<file path="src/rtl/mips_pkg.sv">
// Shared MIPS front-end definitions: widths, opcodes and the fetch FSM state type.
package mips_pkg;

  localparam int unsigned XLEN    = 32;
  localparam int unsigned INSTR_W = 32;
  localparam int unsigned OP_W    = 6;

  localparam logic [OP_W-1:0] OP_RTYPE = 6'b000000;
  localparam logic [OP_W-1:0] OP_LW    = 6'b100011;
  localparam logic [OP_W-1:0] OP_SW    = 6'b101011;
  localparam logic [OP_W-1:0] OP_BEQ   = 6'b000100;
  localparam logic [OP_W-1:0] OP_J     = 6'b000010;

  typedef enum logic [1:0] {
    BOOT  = 2'd0,
    FETCH = 2'd1,
    EXEC  = 2'd2
  } fetch_state_t;

endpackage

</file>
<file path="src/rtl/next_pc_sel.sv">
// Combinational next-PC datapath: pc+4, sign-extended branch target, jump target and select mux.
module next_pc_sel
  import mips_pkg::*;
(
  input  logic [XLEN-1:0] pc,
  input  logic [15:0]     imm16,
  input  logic [25:0]     jidx,
  input  logic            pcsrc,
  input  logic            is_jump,
  output logic [XLEN-1:0] pc_plus4_c,
  output logic [XLEN-1:0] next_pc_c
);

  logic [XLEN-1:0] branch_off;
  logic [XLEN-1:0] branch_target;
  logic [XLEN-1:0] jump_target;

  // Modulo-2^32 arithmetic: wrap past 32'hFFFF_FFFC and backward branches is intended.
  assign pc_plus4_c    = pc + XLEN'(4);
  assign branch_off    = {{14{imm16[15]}}, imm16, 2'b00};
  assign branch_target = pc_plus4_c + branch_off;
  assign jump_target   = {pc_plus4_c[31:28], jidx, 2'b00};

  always_comb begin
    next_pc_c = pc_plus4_c;
    if (is_jump) begin
      next_pc_c = jump_target;
    end else if (pcsrc) begin
      next_pc_c = branch_target;
    end
  end

endmodule

</file>
<file path="src/rtl/instr_fetch_unit.sv">
// PC, instruction register and BOOT/FETCH/EXEC sequencer in front of the single-cycle controller.
// Define FETCH_JUMP_EN to let opcode j override pcsrc with the pseudo-direct jump target.
module instr_fetch_unit
  import mips_pkg::*;
#(
  parameter logic [XLEN-1:0] RESET_PC = 32'h0000_0000
) (
  input  logic               clk,
  input  logic               rst_n,
  output logic               imem_req,
  output logic [XLEN-1:0]    imem_addr,
  input  logic [INSTR_W-1:0] imem_rdata,
  input  logic               imem_ready,
  input  logic               pcsrc,
  input  logic               ex_stall,
  output logic [INSTR_W-1:0] instr,
  output logic [OP_W-1:0]    op,
  output logic [5:0]         funct,
  output logic               instr_valid,
  output logic [XLEN-1:0]    pc,
  output logic [XLEN-1:0]    pc_plus4
);

  fetch_state_t    state;
  fetch_state_t    next_state;
  logic            load_instr;
  logic            load_pc;
  logic            is_jump;
  logic [XLEN-1:0] next_pc;

  assign imem_addr = pc;
  assign op        = instr[31:26];
  assign funct     = instr[5:0];

`ifdef FETCH_JUMP_EN
  assign is_jump = (op == OP_J);
`else
  assign is_jump = 1'b0;
`endif

  next_pc_sel u_next_pc_sel (
    .pc         (pc),
    .imm16      (instr[15:0]),
    .jidx       (instr[25:0]),
    .pcsrc      (pcsrc),
    .is_jump    (is_jump),
    .pc_plus4_c (pc_plus4),
    .next_pc_c  (next_pc)
  );

  always_ff @(posedge clk or negedge rst_n) begin
    if (!rst_n) begin
      state <= BOOT;
    end else begin
      state <= next_state;
    end
  end

  // pcsrc only matters through load_pc, which fires solely on the edge leaving EXEC.
  always_comb begin
    next_state = state;
    load_instr = 1'b0;
    load_pc    = 1'b0;
    case (state)
      BOOT: next_state = FETCH;
      FETCH: begin
        if (imem_ready) begin
          load_instr = 1'b1;
          next_state = EXEC;
        end
      end
      EXEC: begin
        if (!ex_stall) begin
          load_pc    = 1'b1;
          next_state = FETCH;
        end
      end
      default: next_state = BOOT;
    endcase
  end

  // Handshake flags are registered copies of the upcoming state decode.
  always_ff @(posedge clk or negedge rst_n) begin
    if (!rst_n) begin
      imem_req    <= 1'b0;
      instr_valid <= 1'b0;
      instr       <= '0;
      pc          <= RESET_PC;
    end else begin
      imem_req    <= (next_state == FETCH);
      instr_valid <= (next_state == EXEC);
      if (load_instr) begin
        instr <= imem_rdata;
      end
      if (load_pc) begin
        pc <= next_pc;
      end
    end
  end

endmodule

</file>
<file path="config.mk">
export PLATFORM = sky130hd
export DESIGN_NAME = instr_fetch_unit
export DESIGN_NICKNAME = d
export VERILOG_FILES = /design/src/rtl/mips_pkg.sv /design/src/rtl/next_pc_sel.sv /design/src/rtl/instr_fetch_unit.sv
export SDC_FILE = /design/constraint.sdc
export NUM_CORES = 1
export LEC_CHECK = 0
export ABC_AREA = 0
export CAP_MARGIN = 30
export CORE_MARGIN = 2
export CORE_UTILIZATION = 30
export CTS_CLUSTER_SIZE = 8
export DETAILED_ROUTE_END_ITERATION = 12
export GPL_TIMING_DRIVEN = 0
export SLEW_MARGIN = 20
export SYNTH_ARGS = -nofsm -noshare
export SYNTH_HDL_FRONTEND = slang
export SYNTH_SLANG_ARGS = --single-unit
export TNS_END_PERCENT = 50
</file>
<file path="constraint.sdc">
create_clock -name clk -period 4.5 [get_ports clk]
set_input_delay 1.35 -clock clk [delete_from_list [all_inputs] [get_ports clk]]
set_output_delay 1.35 -clock clk [all_outputs]
set_load 0.01 [all_outputs]
</file>
After elaboration in Yosys (flattened, before gate mapping)
Cells that the tools add are included.
{"block": "totals", "register_bits": 68, "in_bits": 37, "word_cells": 20}
{"block": "classes", "addsub": 2, "n_eq_ne": 4, "muxes": 8, "n_reduce_logical": 1}
{"cell": "$add A32 B3 Y32 const B", "count": 1}
{"cell": "$add A32 B32 Y32", "count": 1}
{"cell": "$mux W32", "count": 1}
{"cell": "$pmux W2 S3", "count": 1}
{"cell": "$eq A2 B1 Y1 const B", "count": 2}
{"cell": "$eq A2 B2 Y1 const B", "count": 2}
{"cell": "$mux W1", "count": 4}
{"cell": "$mux W2", "count": 2}
{"cell": "$logic_not A2 Y1", "count": 1}

Longest topological paths before layout
{"block": "depth", "word_depth": 3, "depth_mapped": 17, "depth_no_buf": 16}

Hierarchy
From an unflattened synthesis, not the netlist that was laid out.
{"block": "hier_totals", "cells_unflattened": 599, "area_unflattened_um2": 5715.5}
{"mod": "instr_fetch_unit", "instances": 1, "cells_per_inst": 191, "area_per_inst_um2": 2909.0, "seq_area_each_um2": 1701.6}
{"mod": "next_pc_sel", "instances": 1, "cells_per_inst": 408, "area_per_inst_um2": 2806.4, "seq_area_each_um2": 0.0}

Least setup slack after synthesis
No wires, ideal clock.
{"block": "synth_path", "kind": "register to register", "start": "register pc[2], in the netlist imem_addr[2]", "end": "register pc[31], in the netlist imem_addr[31]", "setup_ns": 0.092, "arrival_time_ns": 3.843, "t_required_ns": 4.408, "slack_ns": 0.565, "path_stages_with_launch": 16, "synth_period_minus_slack_ns": 3.935, "path_cell_list": "dfrtp_1 -> ha_1 -> nand4_1 -> nor2_1 -> nand3_4 -> nor4b_2 -> xor2_1 -> ha_1 -> clkbuf_1 -> nand2_1 -> or4_1 -> o221ai_1 -> o21ai_1 -> xnor2_1 -> and3_1 -> o31ai_2"}
{"block": "synth_via", "elab_chain_len": 3}
{"item": "start: declaration", "line": "instr_fetch_unit.sv:20", "text": "output logic [XLEN-1:0] pc,"}
{"item": "start signal: assignment", "line": "instr_fetch_unit.sv:96", "text": "pc <= next_pc;"}
{"item": "$add A32 B3 Y32", "line": "next_pc_sel.sv:19", "text": "assign pc_plus4_c = pc + XLEN'(4);"}
{"item": "net pc_plus4[28]", "line": "instr_fetch_unit.sv:21", "text": "output logic [XLEN-1:0] pc_plus4"}
{"item": "$add A32 B32 Y32", "line": "next_pc_sel.sv:21", "text": "assign branch_target = pc_plus4_c + branch_off;"}
{"item": "$mux W32", "line": "next_pc_sel.sv:28", "text": "end else if (pcsrc) begin"}
The timed path passes the listed nets, and every way through them passes these cells.
A chain may end at the register's enable or synchronous reset.

Worst setup path in the final report
{"block": "layout_path", "start": "register pc[4], in the netlist imem_addr[4]", "end": "output port pc_plus4[13]"}
{"block": "layout_via", "elab_chain_len": 1}
{"item": "$add A32 B3 Y32", "line": "next_pc_sel.sv:19"}
{"item": "end: declaration", "line": "instr_fetch_unit.sv:21"}
No other way between the ends.

==> flow_summary.json <==
{
  "fmax_ghz": 0.230,
  "drv_slew": 0,
  "drive_above_1_share": 0.165,
  "relSlewSlack": 0.416,
  "swShare": 0.445,
  "setup_viol": 0,
  "num_io_pins": 179,
  "ys_types": 71,
  "slowest_delay_ns": 0.63,
  "hp-class": "reg -> reg",
  "drc_errors": 0,
  "synth_area_leader_cell": "dfrtp_1",
  "die_area_sq_um": 19700,
  "ys_seq_area_frac": 0.297,
  "place_hpwl_um": 13300,
  "die_w_um": 140,
  "htree_levels": 3,
  "finalCritPeriodShare": 0.968,
  "num_vias": 5391,
  "clock_path_buffers": 2,
  "synth-edff-count": 0,
  "io_buffers": 171,
  "async_flop_share": 1.00,
  "cap_violations": 0,
  "synth_top_area_share": 0.297,
  "crit_path_top_delay_cell": "clkdlybuf4s50_1",
  "dpl-instance-area_sq_um": 7610,
  "firstDrtPassIters": 5,
  "rsz0062_at_grt": "yes",
  "peakVddDrop_v": 0.000405,
  "worstPathArrival_ns": 3.01,
  "synthSimpleGateAreaFrac": 0.179,
  "p_seq_frac": 0.192,
  "max_slew.worst_pin.slew_ns": 0.876,
  "clockPowerShare": 0.100,
  "track_usage": 0.177,
  "cp-start-kind": "register",
  "hold_buffers": 0,
  "synth.mux.area_fraction": 0.0742,
  "cts_sinks": 66,
  "yosys-top-cells-area": "dfrtp_1 (30%), ha_1 (8.1%), mux2_2 (6.7%)",
  "p_per_area_nw_per_um2": 868,
  "syn_inst": 629,
  "wirelength_um": 17400,
  "grt_max_degree": 47,
  "syn_area_per_cell_sq_um": 8.85,
  "clk_pin_slew_worst_paths_ns": 0.05,
  "clk_latency_ns": 0.34,
  "fp-row-count": 49,
  "path_common_cell": "and3_1",
  "coreArea_sq_um": 18100,
  "synth_fa_ha_area_frac": 0.0845,
  "netlist_area_sq_um": 5570,
  "skew_ns": 0.00691,
  "fp.dieH_um": 140,
  "cts_tree": "built",
  "worst-setup-path-type": "reg -> out",
  "pwr-share-comb": 0.707,
  "gp_congestion": 0.830,
  "path_cells": "and3_1 -> and3_1 -> buf_4 -> nand3_4 -> or3_4 -> nor2_1 -> xor2_1 -> clkdlybuf4s50_1",
  "synth-xor-area-share": 0.0816,
  "synth_top_cells_by_count": "dfrtp_1 (66), nand2_1 (54), buf_4 (49), o21ai_0 (49), a21oi_1 (40)",
  "grt_pass1_vias": 5165,
  "synth_most_common_cell": "dfrtp_1",
  "status": "finished clean",
  "cp_top_family": "simple AND/OR/NAND/NOR gates",
  "setup-tns-final_ns": 0,
  "fin_nets": 893,
  "p_leak_nw": 3.43,
  "cp-end-kind": "output port",
  "path_max_fanout": 9,
  "antenna_found_initial": 0,
  "yosysWarnings": 0,
  "grt_pass1_wl_um": 27700,
  "ant_nets": 0,
  "grt-ovfl-total": 0,
  "p_switching_w": 0.00309,
  "insertedDiodeCount": 0,
  "cts-root-buf": "clkbuf_16",
  "final_area_sq_um": 7990,
  "synthFlopType": "dfrtp_1",
  "path_buf_inv": 2,
  "hold_violations": 0,
  "synth_compound_area_frac": 0.189,
  "required_ns": 3.15,
  "dr.first_iter.drc_count": 339,
  "route.detailed.wl_per_inst_um": 16.5,
  "start_util": 0.308,
  "viasPerCell": 5.12,
  "ys_ff_latch": 66,
  "period_needed_ns": 4.36,
  "area_delta_synth_final_pct": 43.5,
  "synth_top_family_by_area": "compound AO/OA/AOI/OAI gates",
  "p_int_w": 0.00385,
  "numCtsBuffers": 9,
  "n_fill_cell": 1830
}
==> registers in the layout (all words and copies together) (netlist names) <==
register / flops
instr: 32
imem_addr: 30
state: 2
imem_req: 1
instr_valid: 1
==> power groups by stage <==
stage	combinational, W	clock (W)	sequential (W)
final	0.00491	0.000697	0.00133
after global routing	0.00538	0.000739	0.00140
after global placement	0.00486	0	0.00133
after detailed placement	0.00486	0	0.00134
after floorplan	0.00292	0	0.00135
after CTS	0.00491	0.000713	0.00133
==> final timing paths <==
path,from,depth (start not counted),slack [ns],end
worst min-delay path,instr[17]$_DFFE_PN0P_,1,0.50,instr[17]$_DFFE_PN0P_
max in group asynchronous,rst_n,2,3.05,imem_addr[2]$_DFFE_PN0P_
min in group asynchronous,rst_n,1,0.90,instr[24]$_DFFE_PN0P_
worst max register to register,imem_addr[3]$_DFFE_PN0P_,17,0.27,imem_addr[31]$_DFFE_PN0P_
worst max-delay path,imem_addr[4]$_DFFE_PN0P_,8,0.14,pc_plus4[13]
worst min register to register,instr[17]$_DFFE_PN0P_,1,0.50,instr[17]$_DFFE_PN0P_
==> per-stage QoR <==
stage	utilization	total power (W)	setup slack (ns)	instances	hold slack [ns]
finish	0.442	0.00694	0.143	1052	0.500
global route	0.442	0.00752	-0.0498	1052	0.522
CTS	0.439	0.00696	0.0173	1051	0.505
detailed placement	0.421	0.00620	-0.147	1035	0.495
global placement	0.419	0.00619	-0.406	1034	0.487
floorplan	-	0.00426	0.565	634	0.490
==> cell usage in the layout, fill, tap and decap left out, drive strengths merged, types with 4 or more instances in the layout <==
master and instances:
clkdlybuf4s50 169, a21o 14, conb 6, ha 36
dfrtp 66, and3 14, nand3b 4, nor2 40
a22oi 9, nand3 20, mux2 34, buf 55
o211ai 5, a21oi 43, xnor2 27, clkbuf 38
nor4 6, nand4 11, nor3 15, o21ai 54
nand2 55, inv 13, o31ai 6, xor2 24
==> per-layer routing <==
layer  share of wire  routed length (um)  GRT usage
met2            0.47                8190      0.292
met3           0.080                1390     0.0417
met1            0.44                7700      0.240
met5               0                   0          0
met4          0.0068                 119     0.0330
==> repair_timing <==
action,in CTS,in global routing
setup buffers,1,1
pin swaps,1,2
gates resized for setup,7,10
endpoints found under the setup margin,6,13
==> layout make-up <==
| cell class | count | area (sq um) | share of cell area |
|---|---|---|---|
| timing repair buffer | 174 | 1750 | 0.220 |
| clock inverter | 3 | 40.0 | 0.00501 |
| multi-input combinational | 478 | 3480 | 0.436 |
| tap | 229 | 287 | 0.0359 |
| inverter | 13 | 48.8 | 0.00611 |
| sequential | 66 | 1660 | 0.207 |
| buffer | 77 | 475 | 0.0595 |
| clock buffer | 12 | 246 | 0.0308 |
==> kinds of logic (layout without fill, tap and decap cells) <==
kind of cell	after synthesis	after routing
mux	37	37
xor+xnor	51	51
simple gates	185	185
compound gates	162	162
other cells	1	6
fa+ha+maj	37	37
flops	66	66
buf+inv	90	279
Note: power is estimated with default switching activity, not from simulation.
